--- src/rtl/key_load_pkg.sv ---
// Shared types and constants for the key-load controller: FSM encoding and
// the byte layout of a key-store transfer (key bytes followed by one checksum).
package key_load_pkg;

    typedef enum logic [2:0] {
        ST_IDLE,
        ST_LOAD,
        ST_CHECK,
        ST_ARMED,
        ST_FAULT
    } state_t;

    localparam int KEY_W_DEFAULT = 32;
    localparam int KEY_BYTES     = KEY_W_DEFAULT / 8;
    localparam int CHK_IDX       = KEY_BYTES;

    // Key bytes for a given key width; the checksum byte follows the last one.
    function automatic int key_bytes(input int key_w);
        return key_w / 8;
    endfunction

    function automatic int chk_index(input int key_w);
        return key_w / 8;
    endfunction

endpackage

--- src/rtl/key_load_ctrl.sv ---
// Loads a key byte-serially from the key store, verifies its XOR checksum and
// only then exposes it on key_o; any fault, reload or zeroize hides the key.
module key_load_ctrl
    import key_load_pkg::*;
#(
    parameter int KEY_W   = KEY_W_DEFAULT,
    parameter int TIMEOUT = 255
) (
    input  logic             clk,
    input  logic             rst_n,
    input  logic             start,
    input  logic             zeroize,
    input  logic             ks_valid,
    input  logic [7:0]       ks_data,
    output logic             ks_ready,
    output logic [KEY_W-1:0] key_o,
    output logic             key_valid,
    output logic             busy,
    output logic             err
);

    localparam int NB    = key_bytes(KEY_W);
    localparam int CHK   = chk_index(KEY_W);
    localparam int CNT_W = $clog2(CHK + 1);
    localparam logic [CNT_W-1:0] CHK_CNT = CNT_W'(CHK);
    localparam logic [7:0]       TO_LAST = 8'(TIMEOUT - 1);

    state_t           state_q, state_d;
    logic [KEY_W-1:0] shadow_q;
    logic [KEY_W-1:0] key_q;
    logic [CNT_W-1:0] byte_cnt_q;
    logic [7:0]       to_cnt_q;
    logic [7:0]       xor_q;
    logic             xfer;
    logic             load_entry;

    assign xfer       = ks_valid && ks_ready;
    assign load_entry = (state_d == ST_LOAD) && (state_q != ST_LOAD);

    // NOTE: sequential state uses non-blocking assignments so every register
    // samples pre-edge values regardless of process ordering.
    always_ff @(posedge clk or negedge rst_n) begin
        if (!rst_n) state_q <= ST_IDLE;
        else        state_q <= state_d;
    end

    // NOTE: default assignment first so no path leaves state_d unassigned (no latch).
    always_comb begin
        state_d = state_q;
        if (zeroize) begin
            state_d = ST_IDLE;
        end else begin
            unique case (state_q)
                ST_IDLE:  if (start) state_d = ST_LOAD;
                ST_LOAD: begin
                    if (xfer && byte_cnt_q == CHK_CNT) state_d = ST_CHECK;
                    else if (!xfer && to_cnt_q == TO_LAST) state_d = ST_FAULT;
                end
                ST_CHECK: state_d = (xor_q == 8'h00) ? ST_ARMED : ST_FAULT;
                ST_ARMED: if (start) state_d = ST_LOAD;
                ST_FAULT: if (start) state_d = ST_LOAD;
                default:  state_d = ST_IDLE;
            endcase
        end
    end

    // zeroize also drops ks_ready so a byte offered that cycle is never taken.
    always_comb begin
        ks_ready  = (state_q == ST_LOAD) && !zeroize;
        busy      = (state_q == ST_LOAD) || (state_q == ST_CHECK);
        err       = (state_q == ST_FAULT);
        key_valid = (state_q == ST_ARMED);
        key_o     = key_q;
    end

    // NOTE: the shadow is key material, so it is reset and cleared like every
    // other register rather than left holding old bytes.
    always_ff @(posedge clk or negedge rst_n) begin
        if (!rst_n) begin
            shadow_q   <= '0;
            key_q      <= '0;
            byte_cnt_q <= '0;
            to_cnt_q   <= '0;
            xor_q      <= '0;
        end else if (zeroize || load_entry) begin
            shadow_q   <= '0;
            key_q      <= '0;
            byte_cnt_q <= '0;
            to_cnt_q   <= '0;
            xor_q      <= '0;
        end else if (state_q == ST_LOAD) begin
            if (xfer) begin
                for (int i = 0; i < NB; i++) begin
                    if (byte_cnt_q == CNT_W'(i)) shadow_q[8*i +: 8] <= ks_data;
                end
                byte_cnt_q <= byte_cnt_q + 1'b1;
                xor_q      <= xor_q ^ ks_data;
                to_cnt_q   <= '0;
            end else begin
                to_cnt_q   <= to_cnt_q + 8'd1;
            end
        end else if (state_q == ST_CHECK && xor_q == 8'h00) begin
            // Key bytes XOR checksum is zero exactly when the checksum matches.
            key_q <= shadow_q;
        end
    end

endmodule

--- config.mk ---
export PLATFORM = sky130hd
export DESIGN_NAME = key_load_ctrl
export DESIGN_NICKNAME = d
export VERILOG_FILES = /design/src/rtl/key_load_pkg.sv /design/src/rtl/key_load_ctrl.sv
export SDC_FILE = /design/constraint.sdc
export NUM_CORES = 1
export LEC_CHECK = 0
export CAP_MARGIN = 20
export CORE_MARGIN = 2
export CORE_UTILIZATION = 45
export DETAILED_ROUTE_END_ITERATION = 7
export GPL_ROUTABILITY_DRIVEN = 0
export MAX_ROUTING_LAYER = met4
export PLACE_DENSITY = 0.66
export SLEW_MARGIN = 5
export SYNTH_ARGS = -nofsm -noshare
export SYNTH_HDL_FRONTEND = slang
export SYNTH_SLANG_ARGS = --single-unit
--- constraint.sdc ---
create_clock -name clk -period 2.5 [get_ports clk]
set_clock_uncertainty 0.2 [all_clocks]
set_input_delay 0.5 -clock clk [delete_from_list [all_inputs] [get_ports clk]]
set_output_delay 0.5 -clock clk [all_outputs]
set_load 0.005 [all_outputs]
---- Yosys cells after proc, flatten, opt, wreduce, memory -nomap -nowiden ----
Index checks and enable logic that the tools add are counted.
Widths: inputs -> output; s select.
word-level totals
  flip-flop bits (word level) ............. 86
  bits in latches ......................... 0
  bits in writable memories ............... 0
  ROM bits ................................ 0
  input bits .............................. 13
  output and inout port bits .............. 36
  memories ................................ 0
cells by class
  $add $sub $neg .......................... 2
  multipliers ............................. 0
  divide/modulo/power cells ............... 0
  $lt $le $gt $ge ......................... 0
  equal/unequal tests ..................... 12
  shift operators ......................... 0
  mux-type cells .......................... 25
  bitwise gates (word level) .............. 1
  reductions and logical operators ........ 27
operators by type and width
  cell                 number
  $mux 32              6
  $mux 8               10
  $mux 3               8
  $reduce_bool 2->1    7
  $eq 3x2->1 const B   4
  $reduce_and 3->1     4
  $eq 3x1->1 const B   3
  $pmux 3 s3           1
  $add 8x1->8 const B  1
  $eq 8x8->1 const B   1
  $logic_not 8->1      1
  $xor 8x8->8          1
  $eq 3x3->1 const B   2
  $logic_and 1x1->1    6
  $logic_not 3->1      2
  $reduce_and 2->1     2
  $add 3x1->3 const B  1
  $ne 3x1->1 const B   1
  $reduce_or 3->1      1
  $logic_not 1->1      2
  $logic_or 1x1->1     2
  $ne 2x1->1 const B   1

---- Longest topological paths before layout ----
  depth in word-level cells ............... 14
  depth in mapped cells ................... 7
  mapped depth without buffers ............ 5

---- Least setup slack after synthesis ----
No wires, ideal clock.
  path kind ............................... register -> output
  start point ............................. register state_q[1]
  end point ............................... output port ks_ready
  arrival time ............................ 1114 ps
  required time ........................... 1800 ps
  path slack .............................. 686 ps
  stages on the path, launching flop included .. 5
  buffers on the path ..................... 2
  cells stage by stage .................... dfrtp_1 -> buf_6 -> or3b_1 -> buf_2 -> nor2_1
on the way
  longest elaborated chain between the ends .. 2
RTL lines
  what                    line                 source
  from (decl)             key_load_ctrl.sv:28  state_t state_q, state_d;
  from (signal assigned)  key_load_ctrl.sv:44  else state_q <= state_d;
  $eq 3x1->1              key_load_ctrl.sv:69  ks_ready = (state_q == ST_LOAD) && !zeroize;
  $logic_and 1x1->1       key_load_ctrl.sv:69
  to (decl)               key_load_ctrl.sv:15  output logic ks_ready,
Every way passes these cells.

---- Worst setup path after layout ----
  start point ............................. register state_q[2]
  end point ............................... output port key_valid
on the way
  longest elaborated chain between the ends .. 1
RTL lines
  what        line                 source
  $eq 3x2->1  key_load_ctrl.sv:72  key_valid = (state_q == ST_ARMED);
  to (decl)   key_load_ctrl.sv:17  output logic key_valid,
Every way passes these cells.

==> metrics.csv <==
metric,value,unit
final setup fails,0,
Startpoint Class,flop,
Core Footprint,8258,sq um
hold_sp,shadow_q[16],
number of antenna diodes,0,
fraction of layout instances using a drive strength above 1,12.96,%
clock period minus worst slack,2.449,ns
Post-synth EDFFs,0,
global route total overflow,0,
H-tree levels,3,
count of cell types in the netlist,45,
Final Cycle Share,97.98,%
status,completed,
Max Clk Rate,408.3,MHz
post-DP HPWL,5152,microns
router iterations before antenna repair,4,
initial antenna violation count,0,
Hold Crit Class,reg -> reg,
vias per cell,5.524,
FF-to-FF Start,xor_q[5],
Tot GR Track Use,19.98,%
total power,2.584,mW
synthesis-to-finish area growth,22.09,%
first-pass GRT wire length,13540,microns
"Hold Vio Cnt, Final",0,
Die W,96.32,microns
unrepaired setup endpoints after global routing,no,
Post-Syn Area,3835,sq um
fillers,711,
Final #Nets,393,
vias in the first global route,2586,
Ports,49,
yosys warns,0,
CTS tree,done,
Slew @ Worst Pin,0.3897,ns
Slew Limit Fails,0,
WP data arrival,1.75,ns
Syn Nets,340,
Clock transition at path regs,0.09,ns
Critical Path Source,state_q[2],
reg2reg setup slack,0.51,ns
TritonCTS Sinks,86,
Vias,2668,
synthesized flop and latch total,86,
CTS max path bufs,2,
final WL,8062,microns
post-synthesis area per instance,11.98,sq um
row count,33,
Worst Path Max Fanout,4,
Max Cap Violations,0,
CP endpoint kind,output pin,
chip height,96.32,microns
Power Dens Cells,551.9,nW/um^2
root buffer cell,clkbuf_8,
DR DRC count,0,
static leakage,2.268,nW
Starting Density,46.44,%
full die area,9277,sq um
"Clk Latency, worst-skew pair",0.35,ns
critical path class,reg -> out,
1st-iter DRT viols,172,
register area share after synthesis,56.12,%
pin count of the biggest net entering global routing,46,
Setup TNS,0,ns
Port Buffer Count,48,
TritonCTS Buffers,9,
"antenna viol nets, final",0,
post-synthesis cell count,320,
relative slew slack,74.02,%
Synth Flop Type,dfrtp_1,
Critical Path RT,1.80,ns
"Async S/R FF share, synth",100.0,%
VDD IR max,273.7,uV
wire per inst,16.69,microns
-- cell usage in the layout (no fill, tap or decap), types with 3 or more instances in the layout --
master	instances
a22o_1	32
xor2_1	8
clkbuf_8	9
mux2i_1	32
buf_12	4
buf_4	12
ha_1	7
clkinvlp_4	3
a31oi_1	4
dfrtp_1	83
nand3_1	9
nor3_1	3
nand3b_1	3
a21oi_1	13
nand4_4	3
nor2_1	50
o21ai_1	6
dfrtp_2	3
nand2_1	4
inv_1	5
nand4_1	3
clkdlybuf4s50_1	46
-- kinds of logic after synthesis --
logic type | synth area share (%)
AND/OR/NAND/NOR | 14.84
AO/OA/AOI/OAI | 11.75
XOR/XNOR | 2.284
flip-flops | 56.12
buffers and inverters | 4.372
adder cells (fa/ha/maj) | 2.284
multiplexers | 8.352
-- final timing paths --
check | to | cells past startpoint
setup / recovery | key_valid | 3
hold / removal | key_o[16] | 1
setup reg to reg | key_o[9] | 5
hold reg to reg | key_o[16] | 1
max in group asynchronous | shadow_q[16] | 3
min in group asynchronous | key_o[16] | 2
-- sequential cells by signal (all words and copies together), names as in the netlist --
name and count:
xor_q 8, state_q 3, key_o 32, byte_cnt_q 3, to_cnt_q 8, shadow_q 32
-- metal layers --
layer / up-vias / routed length (microns) / global-route usage, % / share of wire (%)
met5: - / 0 / - / 0
met4: 0 / 125 / 6.808 / 1.6
met3: 11 / 429 / 3.132 / 5.3
met2: 75 / 3674 / 29.11 / 46
met1: 1333 / 3832 / 28.62 / 48
li1: 1249 / - / - / -
-- metrics by stage --
stage	setup slack, ns	area (sq um)	std cells	hold slack (ns)	utilization (%)
after floorplan	0.6864	3835	320	0.004409	-
after global placement	0.1709	4420	460	0.2149	53.53
after detailed placement	0.1586	4420	460	0.2133	53.53
after CTS	0.01417	4662	481	0.3021	56.45
after global routing	0.002940	4682	483	0.3188	56.70
final	0.05062	4682	483	0.2991	56.70
-- final cells by class --
class,count,area (sq um),share of cell area (%)
clock inverters,6,70.07,1.497
inverters,5,18.77,0.4009
repair buffers,64,653.1,13.95
clock buffers,10,127.6,2.726
multi-input cells,207,1525,32.58
flip-flops and latches,86,2156,46.04
well taps,105,131.4,2.806
-- timing repair --
item / 4_1_cts / 5_1_grt
endpoints found under the setup margin: 1 / 1
gates resized for setup: 3 / 2
endpoints found under the hold margin: 21 / 0
gates cloned: 0 / 0
pin swaps: 0 / 0
hold buffers: 1 / 0
buffers inserted: 4 / 2
-- critical path, stage by stage, from the launching register on --
cell	delay, ns
dfrtp_2	0.43
buf_4	0.15
and3b_4	0.32
clkdlybuf4s50_1	0.50
-- report_power, final --
part / internal (mW) / leakage, nW / switching, mW
clock: 0.469 / 0.0895 / 0.509
combinational: 0.0726 / 0.984 / 0.129
sequential: 1.40 / 1.19 / 0.00778
-- Yosys cell counts (3+ instances only) --
cell type	instances	area (sq um)
nor3_1	3	15.01
xor2_1	8	70.07
nand2_1	4	15.01
a22o_1	32	280.3
nand4_4	3	63.81
clkbuf_1	5	18.77
a21oi_1	13	65.06
a31oi_1	4	25.02
dfrtp_1	86	2152
nand3b_1	3	22.52
o21ai_1	6	30.03
nand4_1	3	18.77
inv_1	5	18.77
buf_8	3	45.04
ha_1	7	87.58
nand3_1	9	45.04
nor2_1	50	187.7
mux2i_1	32	320.3
buf_2	11	55.05
Note: power is estimated with default switching activity, not from simulation.
